$ cat src/rtl/phy_pkg.sv
// Shared PHY datapath widths and the byte-index type used by the
// 8<->32 serializer/deserializer pair.
package phy_pkg;

  localparam int unsigned BYTE_W         = 8;
  localparam int unsigned WORD_W         = 32;
  localparam int unsigned BYTES_PER_WORD = 4;
  localparam int unsigned IDX_W          = $clog2(BYTES_PER_WORD);

  typedef logic [IDX_W-1:0] byte_idx_t;

  localparam byte_idx_t LAST_IDX = IDX_W'(BYTES_PER_WORD - 1);

endpackage : phy_pkg

$ cat src/rtl/deser_8_32.sv
// Byte-to-word deserializer: packs four bytes (first byte in the MSBs) into a
// 32-bit word, strobing valid_out on completion and err_partial on a cut-short word.
module deser_8_32
  import phy_pkg::*;
(
  input  logic              clk_4f,
  input  logic              reset,
  input  logic [BYTE_W-1:0] data_in,
  input  logic              valid_in,
  output logic [WORD_W-1:0] data_out,
  output logic              valid_out,
  output logic              err_partial
);

  localparam int unsigned ACC_W = WORD_W - BYTE_W;

  byte_idx_t        idx;
  logic [ACC_W-1:0] acc;

  // Byte assembly; data_in is only looked at while valid_in is high.
  always_ff @(posedge clk_4f or posedge reset) begin
    if (reset) begin
      idx         <= '0;
      acc         <= '0;
      data_out    <= '0;
      valid_out   <= 1'b0;
      err_partial <= 1'b0;
    end else begin
      valid_out   <= 1'b0;
      err_partial <= 1'b0;
      if (valid_in) begin
        case (idx)
          2'd0: begin
            acc[23:16] <= data_in;
            idx        <= 2'd1;
          end
          2'd1: begin
            acc[15:8] <= data_in;
            idx       <= 2'd2;
          end
          2'd2: begin
            acc[7:0] <= data_in;
            idx      <= LAST_IDX;
          end
          default: begin
            data_out  <= {acc, data_in};
            valid_out <= 1'b1;
            idx       <= '0;
          end
        endcase
      end else begin
        // Any collected bytes are dropped; acc and data_out keep their values.
        err_partial <= (idx != '0);
        idx         <= '0;
      end
    end
  end

endmodule : deser_8_32

$ cat config.mk
export PLATFORM = sky130hd
export DESIGN_NAME = deser_8_32
export DESIGN_NICKNAME = d
export VERILOG_FILES = /design/src/rtl/phy_pkg.sv /design/src/rtl/deser_8_32.sv
export SDC_FILE = /design/constraint.sdc
export NUM_CORES = 1
export LEC_CHECK = 0
export ABC_AREA = 1
export CORE_ASPECT_RATIO = 0.5
export CORE_UTILIZATION = 50
export DETAILED_ROUTE_END_ITERATION = 12
export GPL_ROUTABILITY_DRIVEN = 0
export PLACE_DENSITY = 0.84
export RECOVER_POWER = 25
export SYNTH_ARGS = -nofsm -noshare
export SYNTH_HDL_FRONTEND = slang
export SYNTH_SLANG_ARGS = --single-unit
$ cat constraint.sdc
create_clock -name clk_4f -period 4.05 [get_ports clk_4f]
set_input_delay 0.405 -clock clk_4f [delete_from_list [all_inputs] [get_ports clk_4f]]
set_output_delay 0.405 -clock clk_4f [all_outputs]
set_load 0.02 [all_outputs]
After elaboration in Yosys (flattened, before gate mapping)
Cells that the tools add are included.
- flip-flop bits (word level): 60
- output and inout bits: 34
- logic and storage cells: 22
- eq/ne operators: 2
- mux-type cells: 5
- bitwise operators: 1
- reduce and logical (&&, ||, !) cells: 7
- operator list (kind ; number):
    2-bit AND reduction ; 4
    2-bit case mux with 3 select lines ; 1
    1-bit 2-to-1 mux ; 3
    3-bit OR reduction ; 1
    2-bit by 1-bit equality test with 1-bit output (second input constant) ; 1
    2-bit equality test (second input constant) ; 1
    2-bit logical NOT ; 1
    2-bit 2-to-1 mux ; 1
    2-bit nonzero test ; 1
    1-bit inverter ; 1

Depth between registers and ports, before layout
- word-level depth: 4
- gate-level depth with buffers: 6

Worst setup path before layout
OpenSTA, ideal clock, no wires.
- path kind: register to register
- start point: register idx[0]
- end point: register data_out[10]
- data arrival time: 0.994 ns
- required time: 3.933 ns
- path slack: 2.939 ns
- cell stages (with the launch flop): 6
- path buffers: 2
- period minus slack after synthesis: 1.111 ns
- cell sequence: dfrtp_1 > ha_1 > buf_4 > buf_2 > nand3_1 > nand2_1
- word-level cells in the longest chain between the ends: 4
- elaborated cells on any way between the ends: 6
- ends and longest elaborated chain (element ; line ; RTL):
    start: declaration ; deser_8_32.sv:17 ; byte_idx_t idx;
    start signal: assignment ; deser_8_32.sv:23 ; idx <= '0;
    start signal: assignment ; deser_8_32.sv:35 ; idx <= 2'd1;
    start signal: assignment ; deser_8_32.sv:39 ; idx <= 2'd2;
    2-bit by 1-bit equality test with 1-bit output, or another cell as far along ; deser_8_32.sv:32 ; case (idx)
    3-bit OR reduction (no line) * ; n/a ;
    1-bit inverter (no line) * ; n/a ;
    2-bit AND reduction (no line) * ; n/a ;
    end signal: assignment ; deser_8_32.sv:46 ; data_out <= {acc, data_in};
    end: declaration ; deser_8_32.sv:10 ; output logic [WORD_W-1:0] data_out,
Every way passes the cells marked *; elsewhere a longest branch is shown, timed or not.
A chain may end at the register's enable or synchronous reset.

==> results.rst <==
.. list-table::
   :header-rows: 1

   * - Metric
     - Value
   * - Transition at the pin with the smallest max-transition slack
     - 1260 ps
   * - Pleak
     - 0.00159 uW
   * - Main combinational cell family by area after synthesis
     - simple AND/OR/NAND/NOR gates
   * - Insertion delay of the later-clocked pin in the worst-skew pair
     - 330 ps
   * - FF-to-FF path depth
     - 5
   * - Footprint of the multi-input gates
     - 785 um2
   * - Origin of the critical flop-to-flop path
     - idx[0]$_DFF_PP0_
   * - Die Y
     - 51.5 um
   * - Category of the worst setup path capture point
     - asynchronous set/reset pin
   * - First-pass GRT wire length
     - 8730 um
   * - Overall via count from detail_route
     - 1905
   * - Most common library cell in the layout ignoring fill and taps
     - sky130_fd_sc_hd__nand2_1
   * - Met2 layer usage reported by global route
     - 36.1%
   * - Top-level I/O count
     - 45
   * - Unrepaired setup endpoints after global routing
     - false
   * - Width of the die
     - 101 um
   * - Number of setup buffers added after CTS
     - 0
   * - Gate count after technology mapping
     - 261
   * - Via density per instance
     - 5.12
   * - Maximum number of pins on one net before global-route repair
     - 63
   * - Class of the most critical setup path
     - input port to asynchronous set/reset pin
   * - Synthesized-area fraction occupied by and/or/nand/nor cells
     - 30.6%
   * - Clock Sink Count
     - 60
   * - Top library cells by usage in the layout, fill and taps aside
     - sky130_fd_sc_hd__nand2_1 (117), sky130_fd_sc_hd__dfrtp_1 (60), sky130_fd_sc_hd__nand3_1 (56)
   * - Proportion of synthesized chip area in sequential cells
     - 61.3%
   * - Xor and xnor area share after synthesis
     - 0%
   * - Critical path fanouts, max
     - 33
   * - Max transition margin
     - 16.1%
   * - Placeable core region
     - 4550 um2
   * - Most congested layer reported by global routing
     - met2
   * - Number of routed nets with antenna violations
     - 0
   * - Standard-cell row count
     - 17
   * - Synth cell types
     - 10
   * - Aggregate negative setup slack
     - 0 ps
   * - Critical register-to-register path endpoint
     - acc[22]$_DFFE_PP0P_
   * - Vias in the first global route
     - 1791
   * - Reg clk slew, reported paths
     - 60 ps
   * - Final clock skew
     - 6.82 ps
   * - Antenna diode count
     - 0
   * - Num CTS Buffers
     - 9
   * - Clock Tree Buf Depth
     - 2
   * - Placement Cell Area
     - 2850 um2
   * - CTS H-tree lvls
     - 3
   * - Flop and latch count out of synthesis
     - 60
   * - Count of endpoints failing setup in the final report
     - 0
   * - Mapped Nets
     - 276
   * - Post-CTS resize count
     - 0
   * - Power density over the cells
     - 827 nW/um2
   * - Worst supply voltage drop on vdd
     - 365 uV
   * - Port buffer count
     - 44
   * - Leftover overflow at the end of global routing
     - 0
   * - Detailed-route wire length per cell
     - 14.3 um
   * - Final #Nets
     - 316
   * - TritonCTS clock tree
     - built
   * - Overall routed net length
     - 5310 um
   * - Share of post-route cells with drive strength above 1
     - 5.88%
   * - Overall power consumption
     - 2530 uW
   * - Hold Fails Final Rpt
     - 0
   * - Finished Layout Cells
     - 372
   * - Launch point of the critical path
     - reset
   * - Multiplexer share of the synthesized area
     - 0%
   * - Sequential cell area
     - 1500 um2
   * - Area added between synthesis and finish
     - 24.7%
   * - Required time reported for the critical path endpoint
     - 4530 ps
   * - Clock Tree Root
     - sky130_fd_sc_hd__clkbuf_8
   * - Met1 track demand over resource in global routing
     - 30.6%
   * - Count of synthesis-stage warnings from yosys
     - 0
   * - Met3 Track Usage GR
     - 7.80%
   * - End of the worst hold path
     - data_out[11]$_DFFE_PP0P_
   * - Hold-fix buffers, CTS
     - 0
   * - Library cell with the largest summed area after synthesis
     - sky130_fd_sc_hd__dfrtp_1
   * - # fillers
     - 357
   * - Worst setup SP type
     - input port
   * - Number of instances in the placed design
     - 356
   * - Count of maximum capacitance violations
     - 0
   * - Synth area leaders
     - sky130_fd_sc_hd__dfrtp_1 (61%), sky130_fd_sc_hd__nand2_1 (18%), sky130_fd_sc_hd__nand3_1 (11%)
   * - Count of final max-slew check failures
     - 0
   * - Mapped Avg Cell Area
     - 9.39 um2
   * - Global Route Usage Sum
     - 23.4%
   * - Number of stages on the worst hold path
     - 2
   * - Worst Hold Launch
     - data_out[11]$_DFFE_PP0P_
   * - Area enclosed by the die boundary
     - 5200 um2
   * - Sum of net half-perimeters after detailed placement
     - 3280 um
   * - Number of optimization iterations in the first detailed-route pass
     - 4
   * - Worst min-delay path class
     - flop to flop
   * - Run status
     - completed
   * - Post-route standard cell area excluding fillers
     - 3060 um2
   * - Synth Area in Compound Gates
     - 0%
   * - Starting density of the core
     - 53.8%
   * - R2R setup slack
     - 2580 ps
   * - Drc violations
     - 0
   * - Adder-cell area share of the yosys netlist
     - 2.04%
   * - Final period utilization
     - 46.5%
   * - Post-synth top area share
     - 61.3%
   * - Number of DRC markers in iteration 0
     - 123
   * - WP data arrival
     - 2360 ps
   * - Time the final worst path needs with I/O delays and setup
     - 1880 ps
   * - Post-synth design cell area
     - 2450 um2
   * - Initial antenna violation count
     - 0
   * - Maximum achievable frequency
     - 0.531 GHz
## registers in the layout (all words and copies together) (netlist names)
name         cells
data_out        32
acc             24
idx              2
err_partial      1
valid_out        1
## layout make-up
type                       count  area share [%]
sequential                    60            49.1
multi-input combinational    179            25.7
timing repair buffer          46            14.7
clock buffer                  12            4.75
tap                           66            2.70
clock inverter                 4            2.38
inverter                       5           0.614
## worst max-delay path by stage
stage / to / slack (ps) / cells past startpoint
2_1_floorplan: acc[0]$_DFFE_PP0P_ / 2160 / 1
3_3_place_gp: data_out[31]$_DFFE_PP0P_ / 2150 / 4
3_5_place_dp: data_out[30]$_DFFE_PP0P_ / 2060 / 4
4_1_cts: data_out[13] / 2320 / 1
5_1_grt: acc[13]$_DFFE_PP0P_ / 1880 / 3
6_report: data_out[21]$_DFFE_PP0P_ / 2170 / 3
## synth_stat cells
cell	n
sky130_fd_sc_hd__nand2_1	115
sky130_fd_sc_hd__dfrtp_1	60
sky130_fd_sc_hd__nand2_4	3
sky130_fd_sc_hd__buf_2	6
sky130_fd_sc_hd__buf_4	6
sky130_fd_sc_hd__nor2_1	1
sky130_fd_sc_hd__nand3_1	56
sky130_fd_sc_hd__inv_1	5
sky130_fd_sc_hd__ha_1	4
sky130_fd_sc_hd__buf_6	5
## through the flow
step	util, %	worst slack (ps)	hold slack (ps)
after floorplan	-	2160	442
after global placement	62.7	2150	454
after detailed placement	62.7	2060	457
after CTS	67.5	2320	473
after global routing	67.1	1880	495
final	67.1	2170	471
## critical path, cell delays in order
cell and delay [ps]:
sky130_fd_sc_hd__dlygate4sd3_1 530, sky130_fd_sc_hd__inv_1 900, sky130_fd_sc_hd__buf_4 500
## where the power goes
group	switching [uW]	internal (uW)	leakage [uW]	total [uW]
Sequential	151	868	0.000766	1020
Clock	222	363	0.000107	585
Combinational	531	393	0.000723	924
## logic make-up after synthesis
| family | after synthesis |
|---|---|
| and+or+nand+nor | 175 |
| DFF | 60 |
| buffers and inverters | 22 |
| adders and majority gates | 4 |
## per-layer routing
metal	vias up	share of wire [%]
li1	914	-
met1	924	44
met4	0	1.3
met3	8	7.5
met2	59	47
met5	-	0
No activity file was read; power rests on OpenSTA's default activity.
